==> config.mk <==
export PLATFORM = sky130hd
export DESIGN_NAME = mano_timing_ctrl_flat
export DESIGN_NICKNAME = d
export VERILOG_FILES = /design/src/rtl/mano_timing_ctrl_pkg.sv /design/src/rtl/mano_timing_ctrl_if.sv /design/src/rtl/mano_timing_ctrl_seq_counter.sv /design/src/rtl/mano_timing_ctrl.sv /design/src/flat_wrapper.sv
export SDC_FILE = /design/constraint.sdc
export NUM_CORES = 1
export LEC_CHECK = 0
export CAP_MARGIN = 20
export CORE_MARGIN = 2
export CORE_UTILIZATION = 42
export DETAILED_ROUTE_END_ITERATION = 6
export PLACE_DENSITY = 0.76
export SLEW_MARGIN = 10
export SYNTH_ARGS = -nofsm -noshare
export SYNTH_HDL_FRONTEND = slang
export SYNTH_SLANG_ARGS = --single-unit
==> constraint.sdc <==
create_clock -name CLK -period 1.5 [get_ports CLK]
set_clock_uncertainty 0.15 [all_clocks]
set_input_delay 0.225 -clock CLK [delete_from_list [all_inputs] [get_ports CLK]]
set_output_delay 0.225 -clock CLK [all_outputs]
set_load 0.005 [all_outputs]
==> src/rtl/mano_timing_ctrl_pkg.sv <==
// Shared constants, opcode encoding and decode helper for the basic-computer timing control stage.
package mano_ctrl_pkg;

    localparam int T_NUM_DEF = 6;
    localparam int SC_W_DEF  = 3;

    typedef enum logic [2:0] {
        OP_AND = 3'd0,
        OP_ADD = 3'd1,
        OP_LDA = 3'd2,
        OP_STA = 3'd3,
        OP_BUN = 3'd4,
        OP_BSA = 3'd5,
        OP_ISZ = 3'd6,
        OP_RIO = 3'd7
    } opcode_t;

    typedef enum logic {
        ST_HALT = 1'b0,
        ST_RUN  = 1'b1
    } run_st_t;

    function automatic logic [7:0] onehot8(input logic [2:0] sel);
        logic [7:0] v;
        v = '0;
        v[sel] = 1'b1;
        return v;
    endfunction

endpackage

==> src/rtl/mano_timing_ctrl_if.sv <==
// Control-stage bus: run/halt/clear controls and opcode in, timing/decode outputs back.
// Carries SSTEP only when MANO_SINGLE_STEP_EN is defined.
interface mano_timing_ctrl_if #(
    parameter int T_NUM = mano_ctrl_pkg::T_NUM_DEF
);
    logic             START;
    logic             HLT;
    logic             SC_CLR;
    logic [3:0]       OP;
`ifdef MANO_SINGLE_STEP_EN
    logic             SSTEP;
`endif
    logic [T_NUM-1:0] T;
    logic [7:0]       D;
    logic             J;
    logic             S;
    logic             SEQ_ERR;

    modport master (
`ifdef MANO_SINGLE_STEP_EN
        output SSTEP,
`endif
        output START, HLT, SC_CLR, OP,
        input  T, D, J, S, SEQ_ERR
    );

    modport slave (
`ifdef MANO_SINGLE_STEP_EN
        input  SSTEP,
`endif
        input  START, HLT, SC_CLR, OP,
        output T, D, J, S, SEQ_ERR
    );
endinterface

==> src/rtl/mano_timing_ctrl_seq_counter.sv <==
// Sequence counter SC with clear/increment/wrap, sticky wrap fault, and S-gated one-hot T decode.
module mano_seq_counter #(
    parameter int T_NUM = 6,
    parameter int SC_W  = 3
) (
    input  logic             i_clk,
    input  logic             i_rst,
    input  logic             i_s,
    input  logic             i_clr,
    output logic [T_NUM-1:0] o_t,
    output logic             o_seq_err
);
    localparam logic [SC_W-1:0] SC_LAST = SC_W'(T_NUM - 1);

    logic [SC_W-1:0] r_sc;
    logic            r_err;

    // Reaching the last state without an end-of-instruction clear is a fault, but execution continues.
    always_ff @(posedge i_clk) begin
        if (i_rst) begin
            r_sc  <= '0;
            r_err <= 1'b0;
        end else if (i_clr) begin
            r_sc  <= '0;
        end else if (r_sc == SC_LAST) begin
            r_sc  <= '0;
            r_err <= 1'b1;
        end else begin
            r_sc  <= r_sc + 1'b1;
        end
    end

    for (genvar k = 0; k < T_NUM; k++) begin : g_t
        assign o_t[k] = i_s && (r_sc == SC_W'(k));
    end

    assign o_seq_err = r_err;
endmodule

==> src/rtl/mano_timing_ctrl.sv <==
// Timing control top: start/stop flip-flop S, opcode/indirect latch, and SC priority steering.
// Optional single-step halt after each instruction under MANO_SINGLE_STEP_EN.
module mano_timing_ctrl
    import mano_ctrl_pkg::*;
#(
    parameter int T_NUM = T_NUM_DEF,
    parameter int SC_W  = SC_W_DEF
) (
    input  logic                CLK,
    input  logic                RST,
    mano_timing_ctrl_if.slave   bus
);
    run_st_t          r_st;
    run_st_t          w_st_nxt;
    logic [7:0]       r_d;
    logic             r_j;
    logic             w_s;
    logic             w_sstep;
    logic             w_sc_clr;
    logic [T_NUM-1:0] w_t;
    logic             w_seq_err;

`ifdef MANO_SINGLE_STEP_EN
    assign w_sstep = bus.SSTEP;
`else
    assign w_sstep = 1'b0;
`endif

    always_ff @(posedge CLK) begin
        if (RST) r_st <= ST_HALT;
        else     r_st <= w_st_nxt;
    end

    always_comb begin
        w_st_nxt = r_st;
        case (r_st)
            ST_HALT: if (!bus.HLT && bus.START)      w_st_nxt = ST_RUN;
            ST_RUN:  if (bus.HLT)                    w_st_nxt = ST_HALT;
                     else if (bus.SC_CLR && w_sstep) w_st_nxt = ST_HALT;
            default:                                 w_st_nxt = ST_HALT;
        endcase
    end

    always_comb begin
        w_s         = (r_st == ST_RUN);
        bus.S       = w_s;
        bus.T       = w_t;
        bus.D       = r_d;
        bus.J       = r_j;
        bus.SEQ_ERR = w_seq_err;
    end

    // Halted keeps SC parked at 0, so START lands directly in T0.
    assign w_sc_clr = !w_s || bus.HLT || bus.SC_CLR;

    mano_seq_counter #(
        .T_NUM (T_NUM),
        .SC_W  (SC_W)
    ) u_sc (
        .i_clk     (CLK),
        .i_rst     (RST),
        .i_s       (w_s),
        .i_clr     (w_sc_clr),
        .o_t       (w_t),
        .o_seq_err (w_seq_err)
    );

    // Opcode and I are captured at the end of T1 and held until the next fetch.
    always_ff @(posedge CLK) begin
        if (RST) begin
            r_d <= 8'h00;
            r_j <= 1'b0;
        end else if (w_t[1]) begin
            r_d <= onehot8(bus.OP[2:0]);
            r_j <= bus.OP[3];
        end
    end
endmodule

==> src/flat_wrapper.sv <==
// flat-port wrapper written by rule: the top's interface ports become plain ports
module mano_timing_ctrl_flat import mano_ctrl_pkg::*;
#(
    parameter int T_NUM = T_NUM_DEF,
    parameter int SC_W  = SC_W_DEF
)
  (CLK, RST, bus_START, bus_HLT, bus_SC_CLR, bus_OP, bus_T, bus_D, bus_J, bus_S, bus_SEQ_ERR);
  mano_timing_ctrl_if #(.T_NUM(T_NUM)) bus_i ();
  input  logic CLK;
  input  logic RST;
  input wire logic [$bits(bus_i.START)-1:0] bus_START;
  input wire logic [$bits(bus_i.HLT)-1:0] bus_HLT;
  input wire logic [$bits(bus_i.SC_CLR)-1:0] bus_SC_CLR;
  input wire logic [$bits(bus_i.OP)-1:0] bus_OP;
  output wire logic [$bits(bus_i.T)-1:0] bus_T;
  output wire logic [$bits(bus_i.D)-1:0] bus_D;
  output wire logic [$bits(bus_i.J)-1:0] bus_J;
  output wire logic [$bits(bus_i.S)-1:0] bus_S;
  output wire logic [$bits(bus_i.SEQ_ERR)-1:0] bus_SEQ_ERR;
  assign bus_i.START = bus_START;
  assign bus_i.HLT = bus_HLT;
  assign bus_i.SC_CLR = bus_SC_CLR;
  assign bus_i.OP = bus_OP;
  assign bus_T = bus_i.T;
  assign bus_D = bus_i.D;
  assign bus_J = bus_i.J;
  assign bus_S = bus_i.S;
  assign bus_SEQ_ERR = bus_i.SEQ_ERR;
  mano_timing_ctrl #(.T_NUM(T_NUM), .SC_W(SC_W)) u_core (.CLK(CLK), .RST(RST), .bus(bus_i));
endmodule
Word level (Yosys, flattened, before mapping):

Cells that the tools add are included.

* bits in registers: 14
* bits in latches: 0
* bits in writable memories: 0
* ROM bits: 0
* input bits: 9
* output and inout port bits: 17
* word-level logic and storage cells: 35
* memories kept: 0

* $add $sub $neg: 1
* $mul: 0
* div/mod/pow operators: 0
* $lt $le $gt $ge: 2
* equality and inequality tests: 5
* shifts and indexed selects: 0
* mux-type cells: 5
* bitwise operators: 2
* reductions and logical operators: 15

Operator list (number)
* logical AND 1 bit: 8
* equality test 3 x 2 -> 1 bit, second input constant: 2
* equality test 3 bit, second input constant: 2
* less-than comparator 3 x 4 -> 1 bit, second input constant: 1
* adder 3 x 1 -> 3 bit, second input constant: 1
* demux 1 bit (select 3 bit): 1
* equality test 3 x 1 -> 1 bit, second input constant: 1
* >= comparator 3 x 1 -> 1 bit, second input constant: 1
* zero test 3 bit: 1
* two-way mux 1 bit: 3
* OR reduction 3 bit: 1
* zero test 1 bit: 2
* logical OR 1 bit: 2
* NOT 1 bit: 2
* one-hot mux 1 bit (2 select lines): 1
* AND reduction 2 bit: 1

Longest topological paths before layout:

Gate-level depths: netlist (run 1).

* word-level depth: 5
* mapped depth: 6
* mapped depth without buffers: 5

Cells and area by module:

From an unflattened synthesis (run 1), not the netlist that was laid out.

* cells, all modules: 68
* area total of the unflattened synthesis: 644.4 sq um

Modules (own cells, without submodules)
* mano_timing_ctrl: instances 1, cells an instance 41, area each 406.6 sq um, seq. area each 200.2 sq um
* mano_seq_counter: instances 1, cells an instance 27, area each 237.7 sq um, seq. area each 80.1 sq um

Least setup slack after synthesis (run 1):

No wires, ideal clock.

* path kind: reg-to-reg
* start point: register u_core.u_sc.r_sc[1]
* end point: register u_core.r_j (netlist: u_core.bus.J)
* arrival: 1083 ps
* data required time: 1231 ps
* setup slack: 148 ps
* cell stages (with the launch flop): 7
* buffers on the path: 1
* cells stage by stage: dfxtp_1 -> inv_1 -> ha_1 -> nand3b_1 -> buf_2 -> inv_1 -> mux2i_1

* longest elaborated chain between the ends: 2

Ends and longest elaborated chain
* start: declaration: RTL line mano_timing_ctrl_seq_counter.sv:15 `logic [SC_W-1:0] r_sc;`
* start signal: assignment: RTL line mano_timing_ctrl_seq_counter.sv:29 `r_sc <= r_sc + 1'b1;`
* equality test 3 x 1 -> 1 bit: RTL line mano_timing_ctrl_seq_counter.sv:34 `assign o_t[k] = i_s && (r_sc == SC_W'(k));`
* logical AND 1 bit: RTL line mano_timing_ctrl_seq_counter.sv:34
* via bus_T[1]: RTL line flat_wrapper.sv:15 `output wire logic [$bits(bus_i.T)-1:0] bus_T;`
* end signal: assignment: RTL line mano_timing_ctrl.sv:75 `r_j <= bus.OP[3];`
* end: declaration: RTL line mano_timing_ctrl.sv:16 `logic r_j;`

The timed path passes the listed nets, and every way through them passes these cells.
A chain may end at the register's enable or synchronous reset.

Worst setup path after layout (run 1):

* start point: register u_core.u_sc.r_sc[1]
* end point: output bus_T[1]

* longest elaborated chain between the ends: 2

Ends and longest elaborated chain (RTL line)
* equality test 3 x 1 -> 1 bit: mano_timing_ctrl_seq_counter.sv:34
* logical AND 1 bit: mano_timing_ctrl_seq_counter.sv:34
* end: declaration: flat_wrapper.sv:15

Every way passes these cells.

==> results of run 1 <==
flip-flops by register name, summed over array words and instances (netlist names):
signal and count:
u_core.u_sc.r_sc 3, u_core.u_sc.o_seq_err 1, u_core.bus.S 1, u_core.bus.J 1, u_core.bus.D 8
timing repair:
item,CTS,global route
buffers inserted,3,3
cloned,0,0
resized for setup,39,15
setup endpoints to repair,8,24
hold endpoints to repair,0,0
cells in the final DEF (no fill, tap or decap), types with 2 or more instances in the layout:
master and count:
buf_4 13, clkdlybuf4s50_1 11, nand2b_1 10, mux2i_1 9, dlymetal6s2s_1 7, dfxtp_2 6
dfxtp_1 6, buf_2 5, inv_1 3, nand4bb_1 3, or4b_1 3, ha_2 3
clkbuf_4 3, inv_2 2, and3_1 2, and2_1 2, nor3_1 2, ha_4 2
buf_6 2, dfxtp_4 2
cells by family after synthesis:
group,count (synthesis)
buffers and inverters,8
AND/OR/NAND/NOR,31
adder cells (fa/ha/maj),5
flip-flops,14
AO/OA/AOI/OAI,2
multiplexers,9
cells in the mapped netlist (all sizes together):
cell     instances  area [um2]
and2             2        12.5
nand4bb          3        33.8
inv              5        18.8
nand4b           1        8.76
o21a             1        7.51
ha               5        62.6
or4              1        7.51
dfxtp           14         280
nor2             1        3.75
or4b             4        43.8
and3             4        26.3
nor3             2        10.0
buf              1        5.00
clkbuf           2        7.51
nand3b           1        7.51
nor2b            1        6.26
mux2i            9        90.1
nor3b            1        12.5
a32o             1        10.0
nand2b          10        62.6
per-layer routing:
layer,up-vias,global-route usage
met5,-,0
met4,0,0.100
met3,6,0.0400
met2,20,0.331
met1,312,0.215
li1,320,-
final timing paths:
path,startpoint,to,slack (ns),cells after the start
worst min register to register,u_core.bus.D[4]$_SDFFE_PP0P_,u_core.bus.D[4]$_SDFFE_PP0P_,0.33,2
worst max register to register,u_core.u_sc.r_sc[1]$_SDFF_PP0_,u_core.bus.J$_SDFFE_PP0P_,0.07,8
worst min-delay path,u_core.bus.D[4]$_SDFFE_PP0P_,u_core.bus.D[4]$_SDFFE_PP0P_,0.33,2
worst max-delay path,u_core.u_sc.r_sc[1]$_SDFF_PP0_,bus_T[1],-0.1,6
area by class of cell:
class                   count  share of cell area
flip-flops and latches     14               0.257
multi-input cells          47               0.385
well taps                  16              0.0174
repair buffers             39               0.305
clock buffers               3              0.0196
inverters                   5              0.0163
power by group through the flow:
stage	Combinational, mW	Sequential, mW	Clock, mW
after floorplan	0.0229	0.384	0
after global placement	0.0699	0.384	0
after detailed placement	0.0719	0.384	0
after CTS	0.0741	0.372	0.207
after global routing	0.0845	0.372	0.222
final	0.0780	0.372	0.200
through the flow:
step	setup slack, ns	area, um2	setup TNS (ns)
3_3_place_gp	-0.152	1040	-1.54
2_1_floorplan	0.148	717	0
3_5_place_dp	-0.209	1040	-1.86
4_1_cts	-0.100	1090	-0.185
5_1_grt	-0.173	1150	-0.703
6_report	-0.0998	1150	-0.370
worst max-delay path: cells and delay by family (launching register included):
family / cells / cell delay, ns
DFF: 1 / 0.35
buffers and inverters: 4 / 0.35
adders and majority gates: 1 / 0.16
and+or+nand+nor: 1 / 0.10
==> flow_metrics.tcl, run 1 <==
set metrics [dict create \
    cts_made_buffers 3 \
    vias_per_cell 5.31 \
    cp.required_ns 1.12 \
    violations "negative setup slack" \
    syn-cell-area_um2 717 \
    insertion_delay_ns 0.26 \
    finalCriticalPeriod_ns 1.60 \
    root_buffer "clkbuf_4" \
    vdd_drop_max_mv 0.586 \
    p_clk_frac 0.308 \
    multi_input_area_um2 443 \
    die_width_um 45.3 \
    port_buffers 25 \
    cp_slowest_cell "dfxtp_2" \
    yosys.area_share.simple 0.328 \
    gr-usage-all-layers 0.190 \
    ys_seq_elements 14 \
    syn_avg_cell_area_um2 10.4 \
    ys_warn_count 0 \
    layout.cells.non_filler 124 \
    nFillCells 113 \
    grt_max_degree 13 \
    clkSinkCount 14 \
    path_clk_slew_ns 0.08 \
    synth_compound_area_frac 0.0244 \
    layout_setup_ws_ns -0.0998 \
    antenna_found_initial 0 \
    syn_nets 83 \
    ioPinCount 26 \
    dp_hpwl_um 1190 \
    worstPathArrival_ns 1.22 \
    end_kind "output port" \
    core_um2 1560 \
    power.density_nw_per_um2 565 \
    wl_met1_um 718 \
    drc 0 \
    rows 14 \
    ant_nets 0 \
    grt_pass1_wl_um 2750 \
    synth.area.mux_share 0.126 \
    htree_num_levels 1 \
    fin_hold_ws_ns 0.327 \
    first_iter_violations 3 \
    critPathLaunchType "flip-flop" \
    clk_path_buf_depth 2 \
    slew_viol_final 0 \
    register_area_um2 295 \
    synthAdderAreaFrac 0.0873 \
    nets 124 \
    yosysUniqueCellTypes 22 \
    p_seq_frac 0.572 \
    start_util 0.460 \
    fin_crit_sh 1.07 \
    path_cells "inv_2 -> ha_4 -> buf_6 -> nand3b_1 -> inv_1 -> buf_2" \
    final-setup-viol-count 6 \
    gp_congestion 0.761 \
    finalHoldViolCount 0 \
    ys_seq_area_frac 0.391 \
    die_h_um 45.3 \
    die_area_um2 2050 \
    leakagePower_nw 0.641 \
    finalWirelength_um 1750 \
    cts_tree "done" \
    met3WireLength_um 86 \
    hp-class "flip-flop to flip-flop" \
    combPwrFrac 0.120 \
    fmax_mhz 625 \
    dr_total_vias 658 \
    netlist_instances 69 \
    layout-drive-gt1-share 0.389 \
    tightestPinTransition_ns 0.218 \
    antenna_cells 0 \
    yosys.area_share.xor_xnor 0 \
    maxCapViolations 0 \
    slowest_delay_ns 0.35 \
    dp_cells 116 \
    overflow 0 \
    routedWlPerCell_um 14.1 \
    hold_buffers 0 \
    rsz0062_at_grt "true" \
    grt_pass1_vias 640 \
    p_total_mw 0.650 \
    worstPathMaxFanout 3 \
    top_layer "met4" \
    utilization 0.738 \
    synth_top_family_by_area "simple AND/OR/NAND/NOR gates" \
    switchingPower_mw 0.137 \
    dr.pass1.iters 4 \
    switching_share 0.211 \
    max-slew-margin-rel 0.855 \
    syn_to_final_growth_pct 60.6 \
    status "complete, but fails checks" \
    p_int_mw 0.513 \
    dr_wl_met2_um 888 \
    critPathKind "flip-flop to output port" \
]
(Power assumes the default switching activity.)
==> inputs of run 2 (changes only) <==
--- a/config.mk
+++ b/config.mk
@@ -9,7 +9,7 @@
 export CORE_MARGIN = 2
 export CORE_UTILIZATION = 42
 export DETAILED_ROUTE_END_ITERATION = 6
-export PLACE_DENSITY = 0.76
+export PLACE_DENSITY = 0.73
 export SLEW_MARGIN = 10
 export SYNTH_ARGS = -nofsm -noshare
 export SYNTH_HDL_FRONTEND = slang
==> flow_metrics.tcl, run 2 (synthesized netlist as in run 1, its figures left out) <==
set metrics [dict create \
    status "complete, but fails checks" \
    violations "negative setup slack" \
    dpl-instance-area_um2 1040 \
    syn_to_final_growth_pct 70.0 \
    p_clk_frac 0.378 \
    rsz0062_at_grt "true" \
    dr_wl_met2_um 756 \
    first_iter_violations 8 \
    path_clk_slew_ns 0.09 \
    gp_congestion 0.706 \
    end_kind "output port" \
    routedWlPerCell_um 12.6 \
    fin_crit_sh 1.11 \
    fmax_mhz 603 \
    vdd_drop_max_mv 0.494 \
    die_area_um2 2050 \
    cts_made_buffers 3 \
    final_cell_mix "buf_4 (12), nand2b_1 (10), mux2i_1 (9), dlymetal6s2s_1 (9), dfxtp_2 (9)" \
    power.density_nw_per_um2 594 \
    max-slew-margin-rel 0.874 \
    clk_path_buf_depth 2 \
    combPwrFrac 0.108 \
    top_layer "met3" \
    p_seq_frac 0.514 \
    finalCriticalPeriod_ns 1.66 \
    port_buffers 25 \
    vias_per_cell 5.04 \
    dr.pass1.iters 4 \
    grt_pass1_vias 639 \
    leakagePower_nw 0.706 \
    die_h_um 45.3 \
    ioPinCount 26 \
    timing.setup.tns_ns -0.681 \
    htree_num_levels 1 \
    p_total_mw 0.724 \
    core_um2 1560 \
    p_int_mw 0.569 \
    start_util 0.460 \
    hp-class "flip-flop to flip-flop" \
    largest_register_ffs 8 \
    cts_tree "done" \
    insertion_delay_ns 0.28 \
    nets 125 \
    tightestPinTransition_ns 0.189 \
    met3WireLength_um 108 \
    antenna_cells 0 \
    grt_pass1_wl_um 2710 \
    final-setup-viol-count 6 \
    final_common_cell "buf_4" \
    slew_viol_final 0 \
    rows 14 \
    switching_share 0.214 \
    antenna_found_initial 0 \
    switchingPower_mw 0.155 \
    layout-drive-gt1-share 0.436 \
    maxCapViolations 0 \
    critPathLaunchType "flip-flop" \
    hold_buffers 0 \
    layout.cells.non_filler 126 \
    grt_max_degree 9 \
    layout_setup_ws_ns -0.159 \
    overflow 0 \
    final_area_um2 1220 \
    utilization 0.782 \
    root_buffer "clkbuf_4" \
    worstPathMaxFanout 4 \
    ant_nets 0 \
    dr_total_vias 635 \
    finalHoldViolCount 0 \
    die_width_um 45.3 \
    worstPathArrival_ns 1.28 \
    cp.required_ns 1.12 \
    clkSinkCount 14 \
    wl_met1_um 723 \
    finalWirelength_um 1590 \
    gr-usage-all-layers 0.185 \
    dp_hpwl_um 1110 \
    dp_cells 116 \
    drc 0 \
    critPathKind "flip-flop to output port" \
]
-- run 2: changes by cell type in the layout (fill, tap and decap cells not counted), moves of 2 or more --
cell	change
ha_2	-2
ha_4	+2
buf_6	+3
clkdlybuf4s50_1	-3
dfxtp_2	+3
dlymetal6s2s_1	+2
dfxtp_1	-3
-- run 2: repair_timing --
| action | 4_1_cts | 5_1_grt |
|---|---|---|
| gates resized for setup | 50 | 17 |
| hold endpoints to repair | 0 | 0 |
| buffers inserted | 7 | 0 |
| pin swaps | 2 | 2 |
| cloned | 0 | 0 |
| setup endpoints to repair | 13 | 23 |
-- run 2: power by group through the flow --
| stage | Sequential, mW | Combinational [mW] | Clock [mW] |
|---|---|---|---|
| floorplan | 0.384 | 0.0229 | 0 |
| detailed placement | 0.385 | 0.0706 | 0 |
| global route | 0.373 | 0.0848 | 0.298 |
| global placement | 0.385 | 0.0705 | 0 |
| finish | 0.372 | 0.0781 | 0.274 |
| CTS | 0.374 | 0.0756 | 0.281 |
-- run 2: layout make-up --
cell class	instances	area, um2
inverters	5	21.3
fillers	116	340
multi-input cells	47	465
clock buffers	4	36.3
flip-flops and latches	14	299
well taps	16	20.0
repair buffers	40	377
-- run 2: per-layer routing --
layer  vias up  track usage
li1        327            -
met1       286        0.221
met2        22        0.309
met3         0       0.0720
met4         0       0.0529
met5         -            0
-- run 2: worst max-delay path, stage by stage (launching register included) --
cell and delay [ns]:
dfxtp_4 0.37, buf_6 0.12, ha_4 0.15, ha_4 0.14, and2_4 0.12, buf_6 0.10
-- run 2: final timing paths --
kind	from	depth (start not counted)	slack, ns	endpoint
min reg2reg	u_core.u_sc.r_sc[0]$_SDFF_PP0_	1	0.30	u_core.u_sc.r_sc[0]$_SDFF_PP0_
min	u_core.u_sc.r_sc[0]$_SDFF_PP0_	1	0.30	u_core.u_sc.r_sc[0]$_SDFF_PP0_
max reg2reg	u_core.u_sc.r_sc[0]$_SDFF_PP0_	5	0.10	u_core.bus.D[1]$_SDFFE_PP0P_
max	u_core.u_sc.r_sc[0]$_SDFF_PP0_	5	-0.16	bus_T[3]
-- run 2: per-stage QoR --
step | setup WS (ns) | hold WS, ns
global placement | -0.144 | 0.307
global route | -0.212 | 0.326
CTS | -0.151 | 0.299
finish | -0.159 | 0.304
detailed placement | -0.191 | 0.304
floorplan | 0.148 | 0.185
